**src/rtl/command_fetch_unit_if.sv**
```systemverilog
`default_nettype none
// ============================================================================
// Module      : command_fetch_unit_if
// Description : Groups the decoder-RAM side and the downstream stream side of
//               the command fetch unit.
//               slave  = the fetch unit itself.
//               master = the environment (decoder, RAM, consumer).
// Revision    : 1.0 - initial release
// ============================================================================
interface command_fetch_unit_if #(
    parameter int AW = 9
);
    logic          wr_strobe;
    logic          flush;
    logic [31:0]   ram_q;
    logic [AW-1:0] read_address;
    logic [31:0]   out_data;
    logic          out_valid;
    logic          out_ready;
    logic [AW-1:0] occupancy;
    logic          empty;
    logic          full;
    logic          overflow;

    modport slave (
        input  wr_strobe, flush, ram_q, out_ready,
        output read_address, out_data, out_valid, occupancy, empty, full, overflow
    );

    modport master (
        output wr_strobe, flush, ram_q, out_ready,
        input  read_address, out_data, out_valid, occupancy, empty, full, overflow
    );
endinterface
`default_nettype wire

```
**src/rtl/command_fetch_unit.sv**
```systemverilog
`default_nettype none
// ============================================================================
// Module      : command_fetch_unit
// Description : Reads command words from the input-decoder RAM ring and
//               presents them downstream through a 2-entry skid FIFO that
//               absorbs the single-cycle RAM read latency.
// Revision    : 1.0 - initial release
// ============================================================================
module command_fetch_unit #(
    parameter int DEPTH = 400,
    parameter int AW    = 9
) (
    input  wire logic           clk,
    input  wire logic           n_rst,
    command_fetch_unit_if.slave bus
);

    localparam logic [AW-1:0] c_DEPTH = AW'(DEPTH);
    localparam logic [AW-1:0] c_LAST  = AW'(DEPTH - 1);
    localparam logic [AW-1:0] c_ONE   = AW'(1);

    typedef enum logic [1:0] {
        S_IDLE   = 2'd0,
        S_STREAM = 2'd1,
        S_FLUSH  = 2'd2
    } state_t;

    state_t        r_state;
    state_t        w_state_next;

    logic [AW-1:0] r_wr_ptr;
    logic [AW-1:0] r_rd_ptr;
    logic [AW-1:0] r_unfetched;
    logic [AW-1:0] r_occupancy;
    logic          r_inflight;
    logic          r_overflow;
    logic [31:0]   r_skid0;
    logic [31:0]   r_skid1;
    logic [1:0]    r_skid_count;

    logic          w_full;
    logic          w_accept;
    logic          w_pop;
    logic          w_fetch;
    logic          w_capture;
    logic [2:0]    w_slots;
    logic [AW-1:0] w_wr_ptr_next;

    // Ring pointer increment with wrap from DEPTH-1 back to 0.
    function automatic logic [AW-1:0] f_ptr_inc(input logic [AW-1:0] p);
        return (p == c_LAST) ? '0 : (p + c_ONE);
    endfunction

    assign w_full        = (r_occupancy == c_DEPTH);
    assign w_accept      = bus.wr_strobe && !w_full;
    assign w_pop         = (r_skid_count != 2'd0) && bus.out_ready;
    assign w_wr_ptr_next = w_accept ? f_ptr_inc(r_wr_ptr) : r_wr_ptr;
    // Skid entries that will be committed after this edge: stored words plus
    // the word already on its way from the RAM, minus the one leaving now.
    assign w_slots       = {1'b0, r_skid_count} + {2'b00, r_inflight} - {2'b00, w_pop};

    // State register.
    always_ff @(posedge clk or negedge n_rst) begin
        if (!n_rst) begin
            r_state <= S_IDLE;
        end else begin
            r_state <= w_state_next;
        end
    end

    // Next-state, fetch issue and capture decisions.
    always_comb begin
        w_state_next = r_state;
        w_fetch      = 1'b0;
        w_capture    = 1'b0;

        // A flush discards whatever the RAM returns this cycle, and nothing
        // is fetched until the pointers have been realigned.
        if (!bus.flush && (r_state != S_FLUSH)) begin
            w_fetch   = (r_unfetched != '0) && (w_slots < 3'd2);
            w_capture = r_inflight;
        end

        if (bus.flush) begin
            w_state_next = S_FLUSH;
        end else begin
            case (r_state)
                S_IDLE: begin
                    if (r_unfetched != '0) w_state_next = S_STREAM;
                end
                S_STREAM: begin
                    if ((r_unfetched == '0) && !r_inflight) w_state_next = S_IDLE;
                end
                S_FLUSH: begin
                    w_state_next = w_accept ? S_STREAM : S_IDLE;
                end
                default: begin
                    w_state_next = S_IDLE;
                end
            endcase
        end
    end

    // Write/read pointers, unfetched count and the in-flight marker.
    always_ff @(posedge clk or negedge n_rst) begin
        if (!n_rst) begin
            r_wr_ptr    <= '0;
            r_rd_ptr    <= '0;
            r_unfetched <= '0;
            r_inflight  <= 1'b0;
        end else begin
            r_wr_ptr   <= w_wr_ptr_next;
            r_inflight <= w_fetch;
            if (bus.flush) begin
                // Realign past any word the decoder writes alongside the flush.
                r_rd_ptr    <= w_wr_ptr_next;
                r_unfetched <= '0;
            end else begin
                if (w_fetch) r_rd_ptr <= f_ptr_inc(r_rd_ptr);
                case ({w_accept, w_fetch})
                    2'b10:   r_unfetched <= r_unfetched + c_ONE;
                    2'b01:   r_unfetched <= r_unfetched - c_ONE;
                    default: r_unfetched <= r_unfetched;
                endcase
            end
        end
    end

    // Occupancy counts words accepted from the decoder but not yet popped.
    always_ff @(posedge clk or negedge n_rst) begin
        if (!n_rst) begin
            r_occupancy <= '0;
        end else if (bus.flush) begin
            r_occupancy <= '0;
        end else begin
            case ({w_accept, w_pop})
                2'b10:   r_occupancy <= r_occupancy + c_ONE;
                2'b01:   r_occupancy <= r_occupancy - c_ONE;
                default: r_occupancy <= r_occupancy;
            endcase
        end
    end

    // Sticky overflow: a write arrived with no room; only flush clears it.
    always_ff @(posedge clk or negedge n_rst) begin
        if (!n_rst) begin
            r_overflow <= 1'b0;
        end else if (bus.flush) begin
            r_overflow <= 1'b0;
        end else if (bus.wr_strobe && w_full) begin
            r_overflow <= 1'b1;
        end
    end

    // Two-entry skid FIFO; entry 0 is always the head seen downstream.
    always_ff @(posedge clk or negedge n_rst) begin
        if (!n_rst) begin
            r_skid0      <= '0;
            r_skid1      <= '0;
            r_skid_count <= 2'd0;
        end else if (bus.flush) begin
            r_skid_count <= 2'd0;
        end else begin
            case ({w_pop, w_capture})
                2'b01: begin
                    if (r_skid_count == 2'd0) r_skid0 <= bus.ram_q;
                    else                      r_skid1 <= bus.ram_q;
                    r_skid_count <= r_skid_count + 2'd1;
                end
                2'b10: begin
                    r_skid0      <= r_skid1;
                    r_skid_count <= r_skid_count - 2'd1;
                end
                2'b11: begin
                    // Count is unchanged; the arriving word joins behind
                    // whatever remains after the pop.
                    if (r_skid_count == 2'd1) begin
                        r_skid0 <= bus.ram_q;
                    end else begin
                        r_skid0 <= r_skid1;
                        r_skid1 <= bus.ram_q;
                    end
                end
                default: begin
                    r_skid_count <= r_skid_count;
                end
            endcase
        end
    end

    assign bus.read_address = r_rd_ptr;
    assign bus.out_data     = r_skid0;
    assign bus.out_valid    = (r_skid_count != 2'd0);
    assign bus.occupancy    = r_occupancy;
    assign bus.empty        = (r_occupancy == '0);
    assign bus.full         = w_full;
    assign bus.overflow     = r_overflow;

endmodule
`default_nettype wire

```
**src/flat_wrapper.sv**
```systemverilog
// flat-port wrapper written by rule: the top's interface ports become plain ports
module command_fetch_unit_flat 
#(
    parameter int DEPTH = 400,
    parameter int AW    = 9
)
  (clk, n_rst, bus_wr_strobe, bus_flush, bus_ram_q, bus_out_ready, bus_read_address, bus_out_data, bus_out_valid, bus_occupancy, bus_empty, bus_full, bus_overflow);
  command_fetch_unit_if #(.AW(AW)) bus_i ();
  input  wire logic clk;
  input  wire logic n_rst;
  input wire logic [$bits(bus_i.wr_strobe)-1:0] bus_wr_strobe;
  input wire logic [$bits(bus_i.flush)-1:0] bus_flush;
  input wire logic [$bits(bus_i.ram_q)-1:0] bus_ram_q;
  input wire logic [$bits(bus_i.out_ready)-1:0] bus_out_ready;
  output wire logic [$bits(bus_i.read_address)-1:0] bus_read_address;
  output wire logic [$bits(bus_i.out_data)-1:0] bus_out_data;
  output wire logic [$bits(bus_i.out_valid)-1:0] bus_out_valid;
  output wire logic [$bits(bus_i.occupancy)-1:0] bus_occupancy;
  output wire logic [$bits(bus_i.empty)-1:0] bus_empty;
  output wire logic [$bits(bus_i.full)-1:0] bus_full;
  output wire logic [$bits(bus_i.overflow)-1:0] bus_overflow;
  assign bus_i.wr_strobe = bus_wr_strobe;
  assign bus_i.flush = bus_flush;
  assign bus_i.ram_q = bus_ram_q;
  assign bus_i.out_ready = bus_out_ready;
  assign bus_read_address = bus_i.read_address;
  assign bus_out_data = bus_i.out_data;
  assign bus_out_valid = bus_i.out_valid;
  assign bus_occupancy = bus_i.occupancy;
  assign bus_empty = bus_i.empty;
  assign bus_full = bus_i.full;
  assign bus_overflow = bus_i.overflow;
  command_fetch_unit #(.DEPTH(DEPTH), .AW(AW)) u_core (.clk(clk), .n_rst(n_rst), .bus(bus_i));
endmodule
```
**config.mk**
```make
export PLATFORM = sky130hd
export DESIGN_NAME = command_fetch_unit_flat
export DESIGN_NICKNAME = d
export VERILOG_FILES = /design/src/rtl/command_fetch_unit_if.sv /design/src/rtl/command_fetch_unit.sv /design/src/flat_wrapper.sv
export SDC_FILE = /design/constraint.sdc
export NUM_CORES = 1
export LEC_CHECK = 0
export ABC_AREA = 1
export CELL_PAD_IN_SITES_DETAIL_PLACEMENT = 2
export CELL_PAD_IN_SITES_GLOBAL_PLACEMENT = 2
export CORE_AREA = 2 2 134 136
export CTS_CLUSTER_DIAMETER = 40
export CTS_CLUSTER_SIZE = 14
export DETAILED_ROUTE_END_ITERATION = 8
export DIE_AREA = 0 0 136 138
export PLACE_DENSITY = 0.95
export REMOVE_ABC_BUFFERS = 1
export SLEW_MARGIN = 20
export SYNTH_ARGS = -nofsm -noshare
export SYNTH_HDL_FRONTEND = slang
export SYNTH_SLANG_ARGS = --single-unit
```
**constraint.sdc**
```tcl
create_clock -name clk -period 9.1 [get_ports clk]
set_clock_uncertainty 0.2 [all_clocks]
set_input_delay 1.365 -clock clk [delete_from_list [all_inputs] [get_ports clk]]
set_output_delay 1.365 -clock clk [all_outputs]
set_load 0.01 [all_outputs]
```
### Yosys cells after proc, flatten, opt, wreduce, memory -nomap -nowiden

Cells that the tools add are included.

| operators by class | value |
|---|---|
| add/subtract/negate cells | 10 |
| $lt $le $gt $ge | 1 |
| eq/ne operators | 19 |
| mux-type cells | 26 |
| bitwise operators | 1 |
| reduce and logical (&&, ||, !) cells | 25 |

Operator list:

| kind | number |
|---|---|
| 32-bit two-way mux | 4 |
| 32-bit case mux with 3 select lines | 1 |
| 32-bit case mux with 2 select lines | 1 |
| 9-bit two-way mux | 7 |
| 9-bit by 1-bit adder with 9-bit output (second input constant) | 4 |
| 9-bit case mux with 2 select lines | 2 |
| 9-bit == test (second input constant) | 3 |
| 9-bit logical NOT | 2 |
| 9-bit by 1-bit subtractor with 9-bit output (second input constant) | 2 |
| 3-bit nonzero test | 4 |
| 2-bit by 1-bit == test with 1-bit output (second input constant) | 5 |
| 2-bit == test (second input constant) | 5 |
| 9-bit nonzero test | 1 |
| 2-bit two-way mux | 4 |
| 2-bit nonzero test | 4 |
| 1-bit logical AND | 6 |
| 2-bit != test (second input constant) | 3 |
| 3-bit by 2-bit != test with 1-bit output (second input constant) | 2 |
| 2-bit case mux with 3 select lines | 1 |
| 1-bit two-way mux | 5 |
| 2-bit logical NOT | 2 |
| 2-bit case mux with 2 select lines | 1 |
| 4-bit AND reduction | 1 |
| 2-bit by 1-bit adder with 3-bit output | 1 |
| 9 further kinds | 11 |

| storage, ports and cells | value |
|---|---|
| register bits after elaboration | 106 |
| input bits | 37 |
| logic and storage cells | 92 |

### Longest topological paths before layout

Gate-level depths: netlist of the first run.

| depth | value |
|---|---|
| word-level depth | 9 |
| gate-level depth with buffers | 24 |

### Worst setup path before layout of the first run

Ideal clock, no wire load.

| timing | value |
|---|---|
| path type | input to register |
| from | input bus_out_ready |
| to | register u_core.r_unfetched[8] |
| setup time | 117 ps |
| arrival time | 4592 ps |
| path slack | 4191 ps |
| stages | 20 |
| cells stage by stage | inv_1 > nor2_2 > buf_2 > buf_2 > ha_1 > or2_2 > fa_1 > nand3_1 > nor2_1 > nand2_1 > nor2_1 > ha_1 > inv_1 > o21ai_0 > nand2_1 > nand2_1 > a21oi_1 > nand3_1 > nand3_1 > nand2_1 |

| between the ends | value |
|---|---|
| longest elaborated chain between the ends | 8 |

RTL lines:

| item | line | text |
|---|---|---|
| start, declared | flat_wrapper.sv:14 | `input wire logic [$bits(bus_i.out_ready)-1:0] bus_out_ready;` |
| 1-bit logical AND * | command_fetch_unit.sv:56 | `assign w_pop = (r_skid_count != 2'd0) && bus.out_ready;` |
| 3-bit by 1-bit subtractor with 3-bit output * | command_fetch_unit.sv:60 | `assign w_slots = {1'b0, r_skid_count} + {2'b00, r_inflight} - {2'b00, w_pop};` |
| 3-bit by 2-bit < comparator with 1-bit output * | command_fetch_unit.sv:80 | `w_fetch = (r_unfetched != '0) && (w_slots < 3'd2);` |
| 1-bit logical AND * | command_fetch_unit.sv:80 |  |
| 1-bit two-way mux * | command_fetch_unit.sv:79 | `if (!bus.flush && (r_state != S_FLUSH)) begin` |
| 2-bit by 1-bit == test with 1-bit output or 2-bit == test (tied branches) | command_fetch_unit.sv:120 | `case ({w_accept, w_fetch})` |
| 9-bit case mux with 2 select lines | command_fetch_unit.sv:120 |  |
| 9-bit two-way mux | command_fetch_unit.sv:114 | `if (bus.flush) begin` |
| end signal, assigned | command_fetch_unit.sv:121 | `2'b10: r_unfetched <= r_unfetched + c_ONE;` |
| end signal, assigned | command_fetch_unit.sv:122 | `2'b01: r_unfetched <= r_unfetched - c_ONE;` |
| end signal, assigned | command_fetch_unit.sv:123 | `default: r_unfetched <= r_unfetched;` |
| end, declared | command_fetch_unit.sv:33 | `logic [AW-1:0] r_unfetched;` |

Mark *: on every way between the ends. The rest lies on a longest branch, timed or not.
A chain may end at the register's enable or synchronous reset.

### Worst setup path in the final report of the first run

| timing | value |
|---|---|
| from | input bus_out_ready |
| to | register u_core.r_unfetched[7] |

Same word-level chain as after synthesis.

==> metrics.yaml, run 1 <==
grt_pass1_vias: 6583
layout.nets: 864
r2r-start: "u_core.r_skid_count[1]"
grt_pass1_wl_mm: 36.8
clkLatencyLatePin_ns: 0.38
totalWireLength_mm: 22.9
wire_per_inst_um: 22.0
crit_top_cell: "nand2_1"
rows: 49
ir_worst_vdd_v: 0.000118
start_util_pct: 32.8
critical_path.cell_chain: "clkdlybuf4s50_1 -> inv_1 -> nor2_4 -> ha_1 -> or2_2 -> fa_1 -> nand2_1 -> nand3_1 -> nor2_1 -> nand2_1 -> nor2_1 -> ha_1 -> inv_1 -> o21ai_0 -> nand2_1 -> o21ai_0 -> nor2_1 -> nand2_1 -> nand2_1 -> nand3_1 -> nand2_1"
tightest_slew_ns: 1.03
synth_cell_types: 36
slew_violations: 0
power_density_nw_per_um2: 304
avgViaCountPerCell: 5.44
clockBufferDepth: 2
crit_arrival_ns: 6.23
place_ws_ns: 2.74
avgSynthCellArea_sq_um: 7.91
dp_hpwl_mm: 14.1
cts_root_buffer: "clkbuf_16"
synthCells: 728
fin_ws_ns: 2.98
drive_above_1_share_pct: 5.31
tns_ns: 0
crit_fanout: 40
endpoint_kind: "register"
gp_congestion: 0.799
core_area_sq_um: 17500
vias: 5653
fin_crit_sh_pct: 67.2
grt_max_degree: 65
ctsHoldBuffers: 0
yosysWarnings: 0
diodes: 0
hold_path.class: "register to register"
crit_required_ns: 9.21
layout_common_cells: "nand2_1, nand3_1, dfrtp_1"
yosysSeqAreaShare_pct: 46.1
min-delay-start: "u_core.r_skid1[13]"
overflow: 0
p_int_uw: 1240
drtPass1Iterations: 4
ys_top_cells_by_area: "dfrtp_1, nand2_1, nand3_1, ha_1, inv_1"
clock_power_share_pct: 19.3
dieWidth_um: 136
pwr-share-comb_pct: 41.5
layout_commonest_cell: "nand2_1"
drv_cap: 0
cts_tree: "yes"
cts_buffers: 9
ff2ff_path_depth: 21
die_y_um: 138
path_class: "primary input to register"
critPathMaxStageDelay_ns: 0.78
synth_top_cell_by_area: "dfrtp_1"
cts_setup_buffers: 0
fmax_mhz: 163
ant_nets: 0
slew_headroom_pct: 31.1
rsz0062_at_grt: "no"
cts.sinks: 106
p_sw_share_pct: 42.6
layout_min_cycle_time_ns: 6.12
drtIter0Drc: 316
dieArea_sq_um: 18800
num_io_pins: 91
syn_area_sq_um: 5760
remaining_drc_errors: 0
whs_path_depth: 2
leakage_uw: 0.00337
area_delta_synth_final_pct: 23.8
switchingPower_uw: 921
ys_seq_elements: 106
setup_viol: 0
antenna_found_initial: 0
grt_use_total_pct: 25.3
finalHoldViolCount: 0
startpoint: "bus_out_ready"
path_clk_slew_ns: 0.08
slowest_stage: "nor2_4"
htree_levels: 3
outcome: "complete, no violations"
synth_top_area_share_pct: 46.1
portBuffers: 90
sequentialPowerShare_pct: 39.2
post_cts_resized: 0
start_kind: "primary input"
==> final cells by class <==
class                           count  area (sq um)
Sequential cell                   106          2650
Timing Repair Buffer               96           943
Tap cell                          229           287
Inverter                           65           246
Fill cell                        2018         10400
Multi-Input combinational cell    527          2700
Clock buffer                        9           225
Clock inverter                      7          71.3
==> path summary, 6_finish.rpt <==
path / endpoint / slack [ns]
min in group asynchronous: u_core.r_skid1[1] / 0.77
max: u_core.r_unfetched[7] / 2.98
max reg2reg: u_core.r_unfetched[7] / 3.51
max in group asynchronous: u_core.bus.out_data[23] / 6.61
min: u_core.r_skid1[13] / 0.30
min reg2reg: u_core.r_skid1[13] / 0.30
==> power groups by stage <==
stage               registers, uW  logic (uW)  clock network (uW)
floorplan                     830         407                   0
global placement              818         786                   0
detailed placement            836         854                   0
CTS                           845         904                 422
global route                  869         981                 435
finish                        848         898                 418
==> logic make-up (layout without fill, tap and decap cells) <==
| logic type | after synthesis | in the layout | synth area share (%) |
|---|---|---|---|
| buffers and inverters | 95 | 177 | 7.09 |
| AND/OR/NAND/NOR | 398 | 398 | 29.8 |
| adder cells (fa/ha/maj) | 22 | 22 | 5.17 |
| flip-flops | 106 | 106 | 46.1 |
| XOR/XNOR | 14 | 14 | 2.13 |
| AO/OA/AOI/OAI | 93 | 93 | 9.72 |
==> synthesized netlist by cell type (all sizes together) <==
| cell | number |
|---|---|
| a21oi | 19 |
| a31oi | 32 |
| and2 | 1 |
| and3 | 1 |
| buf | 21 |
| clkbuf | 9 |
| dfrtp | 106 |
| fa | 3 |
| ha | 19 |
| inv | 65 |
| nand2 | 206 |
| nand3 | 108 |
| nand3b | 2 |
| nand4 | 8 |
| nor2 | 63 |
| nor3 | 7 |
| o211ai | 1 |
| o21a | 1 |
| o21ai | 31 |
| o21bai | 3 |
| o22ai | 6 |
| or2 | 2 |
| xnor2 | 6 |
| xor2 | 8 |
==> stage by stage <==
stage	power, uW	area, sq um	hold WS, ns	utilization [%]	instances
after global placement	1600	6830	0.256	38.9	1023
after global routing	2280	7130	0.335	40.7	1039
after CTS	2170	7130	0.310	40.6	1039
after floorplan	1240	5590	0.243	-	698
after detailed placement	1690	6830	0.260	38.9	1023
final	2160	7130	0.304	40.7	1039
==> worst max-delay path: cells and delay by family <==
family	cells	cell delay (ns)
simple gates	13	2.75
fa+ha+maj	3	1.19
buf+inv	3	0.69
compound gates	2	0.22
==> metal layers <==
layer / vias up / global-route usage, % / part of all wire [%]
met5: - / 0 / 0
met4: 0 / 10.9 / 3.4
met3: 63 / 3.78 / 3.5
met2: 139 / 44.5 / 52
met1: 2900 / 30.3 / 41
li1: 2551 / - / -
==> state kept, by name (all words and copies together), names as in the netlist <==
name and flops:
u_core.r_state 2, u_core.r_skid_count 2, u_core.bus.out_data 32, u_core.bus.overflow 1
u_core.r_inflight 1, u_core.bus.occupancy 9, u_core.bus.read_address 9, u_core.r_skid1 32
u_core.r_unfetched 9, u_core.r_wr_ptr 9
Power figures use the tool's default switching activity.
==> run 2: changes to the inputs <==
- CORE_AREA: 2 2 134 136 -> 2 2 147 149
- DIE_AREA: 0 0 136 138 -> 0 0 149 151
- PLACE_DENSITY: 0.95 -> 0.86
- clock period: 9.1 -> 5 ns (I/O delays scaled with it)
==> run 2 against run 1 <==
Net effect:
- hold slack worse by 0.016 ns
- die area is 20% higher
- cell area increased by 1.2%
- first-iteration DRC count fell by 32%
- sequential share of layout area fell by 0.43 points
- worst setup slack worse by 2.1 ns
- power grew 74%
- global-route usage decreased by 7.1 points
- cell count rose by 4.9%
- routed wire length down 14%
- flip-flop and latch count stayed put
- core utilization down 6.0 points
- largest cell class unchanged
- highest routed layer unchanged
==> metrics.yaml, run 2 (synthesized netlist as in run 1, its figures left out) <==
power_density_nw_per_um2: 521
leakage_uw: 0.00339
fin_crit_sh_pct: 81.4
wire_per_inst_um: 18.0
remaining_drc_errors: 0
totalWireLength_mm: 19.6
tns_ns: 0
setup_viol: 0
dieWidth_um: 149
grt_use_total_pct: 18.1
path_class: "primary input to register"
endpoint_kind: "register"
cts_setup_buffers: 0
crit_required_ns: 5.06
area_delta_synth_final_pct: 25.3
ctsHoldBuffers: 0
crit_arrival_ns: 4.13
r2r-start: "u_core.r_skid_count[1]"
crit_fanout: 9
reg2reg_slack_ns: 0.94
regToRegEndpoint: "u_core.r_unfetched[7]"
die_y_um: 151
start_util_pct: 27.6
whs_path_depth: 2
dp_hpwl_mm: 13.7
total_power_uw: 3760
grt_pass1_wl_mm: 32.1
portBuffers: 90
post_cts_resized: 0
ant_nets: 0
drtPass1Iterations: 4
cts_buffers: 9
grt_max_degree: 66
rsz0062_at_grt: "no"
cts_root_buffer: "clkbuf_16"
hold_path_end: "u_core.r_skid1[26]"
finalHoldViolCount: 0
clkLatencyLatePin_ns: 0.36
vias: 5439
min-delay-start: "u_core.r_skid1[26]"
fmax_mhz: 246
diodes: 0
antenna_found_initial: 0
layout_commonest_cell: "nand2_1"
path_clk_slew_ns: 0.08
drtIter0Drc: 216
layout_common_cells: "nand2_1, nand3_1, dfrtp_1"
cts.sinks: 106
core_area_sq_um: 20800
slew_violations: 0
cts_tree: "yes"
avgViaCountPerCell: 4.99
ff2ff_path_depth: 23
drive_above_1_share_pct: 5.77
rows: 53
grt_pass1_vias: 6028
htree_levels: 3
outcome: "complete, no violations"
start_kind: "primary input"
drv_cap: 0
gp_congestion: 0.797
dieArea_sq_um: 22500
hold_path.class: "register to register"
clockBufferDepth: 2
layout_min_cycle_time_ns: 4.07
ir_worst_vdd_v: 0.000220
overflow: 0
layout.nets: 869
tightest_slew_ns: 0.865
slew_headroom_pct: 42.4
num_io_pins: 91
fillers: 2404
run 2: changes by cell type in the layout (fill, tap and decap cells not counted), sizes merged:
cell and delta:
buf +5, clkinv -1, clkinvlp +1
run 2: power breakdown:
group	leakage [uW]	switching [uW]	internal, uW
clock network	0.000141	375	349
logic	0.00193	825	698
registers	0.00132	299	1210
run 2: how the worst max path moves through the flow:
stage               cells past startpoint                   start               endpoint  slack, ns
finish                                 23           bus_out_ready  u_core.r_unfetched[7]       0.93
global placement                       20           bus_out_ready  u_core.r_unfetched[7]       0.75
CTS                                    20  u_core.r_skid_count[1]  u_core.r_unfetched[7]       0.91
detailed placement                     20           bus_out_ready  u_core.r_unfetched[8]       0.60
global route                           20  u_core.r_skid_count[1]  u_core.r_unfetched[7]       0.58
floorplan                              18           bus_out_ready  u_core.r_unfetched[8]       0.30
run 2: routing by layer:
layer	up-vias	part of all wire, %	wire [um]	GRT usage (%)
met5	-	0	0	0
met4	0	0.77	150	3.05
met3	14	3.3	650	3.83
met2	84	52	10200	33.5
met1	2782	44	8550	22.0
li1	2559	-	-	-
run 2: cell type report:
cell class	instances	area (sq um)	share of cell area, %
tap	275	344	4.77
clock inverter	7	62.6	0.867
timing repair buffer	101	981	13.6
multi-input combinational	527	2700	37.4
clock buffer	9	225	3.12
sequential	106	2650	36.8
inverter	65	246	3.42
run 2: stage by stage:
stage / setup slack (ns) / std cells / hold slack, ns / instance area, sq um / utilization [%]
2_1_floorplan: 0.303 / 698 / 0.243 / 5590 / -
3_3_place_gp: 0.746 / 1074 / 0.255 / 6920 / 33.3
3_5_place_dp: 0.595 / 1074 / 0.266 / 6920 / 33.3
4_1_cts: 0.914 / 1090 / 0.287 / 7210 / 34.6
5_1_grt: 0.578 / 1090 / 0.320 / 7210 / 34.6
6_report: 0.931 / 1090 / 0.287 / 7210 / 34.6
run 2: worst max-delay path, stage by stage:
cell and delay (ns):
clkdlybuf4s50_1 0.45, inv_1 0.06, nor2_4 0.09, ha_1 0.22
or2_2 0.30, fa_1 0.38, inv_1 0.10, nand2_1 0.07
nand3_1 0.09, nor2_1 0.04, nand2_1 0.10, nor2_1 0.06
buf_4 0.17, ha_1 0.34, inv_1 0.11, o21ai_0 0.26
nand2_1 0.09, o21ai_0 0.10, nor2_1 0.09, nand2_1 0.06
nand2_1 0.05, nand3_1 0.07, nand2_1 0.05
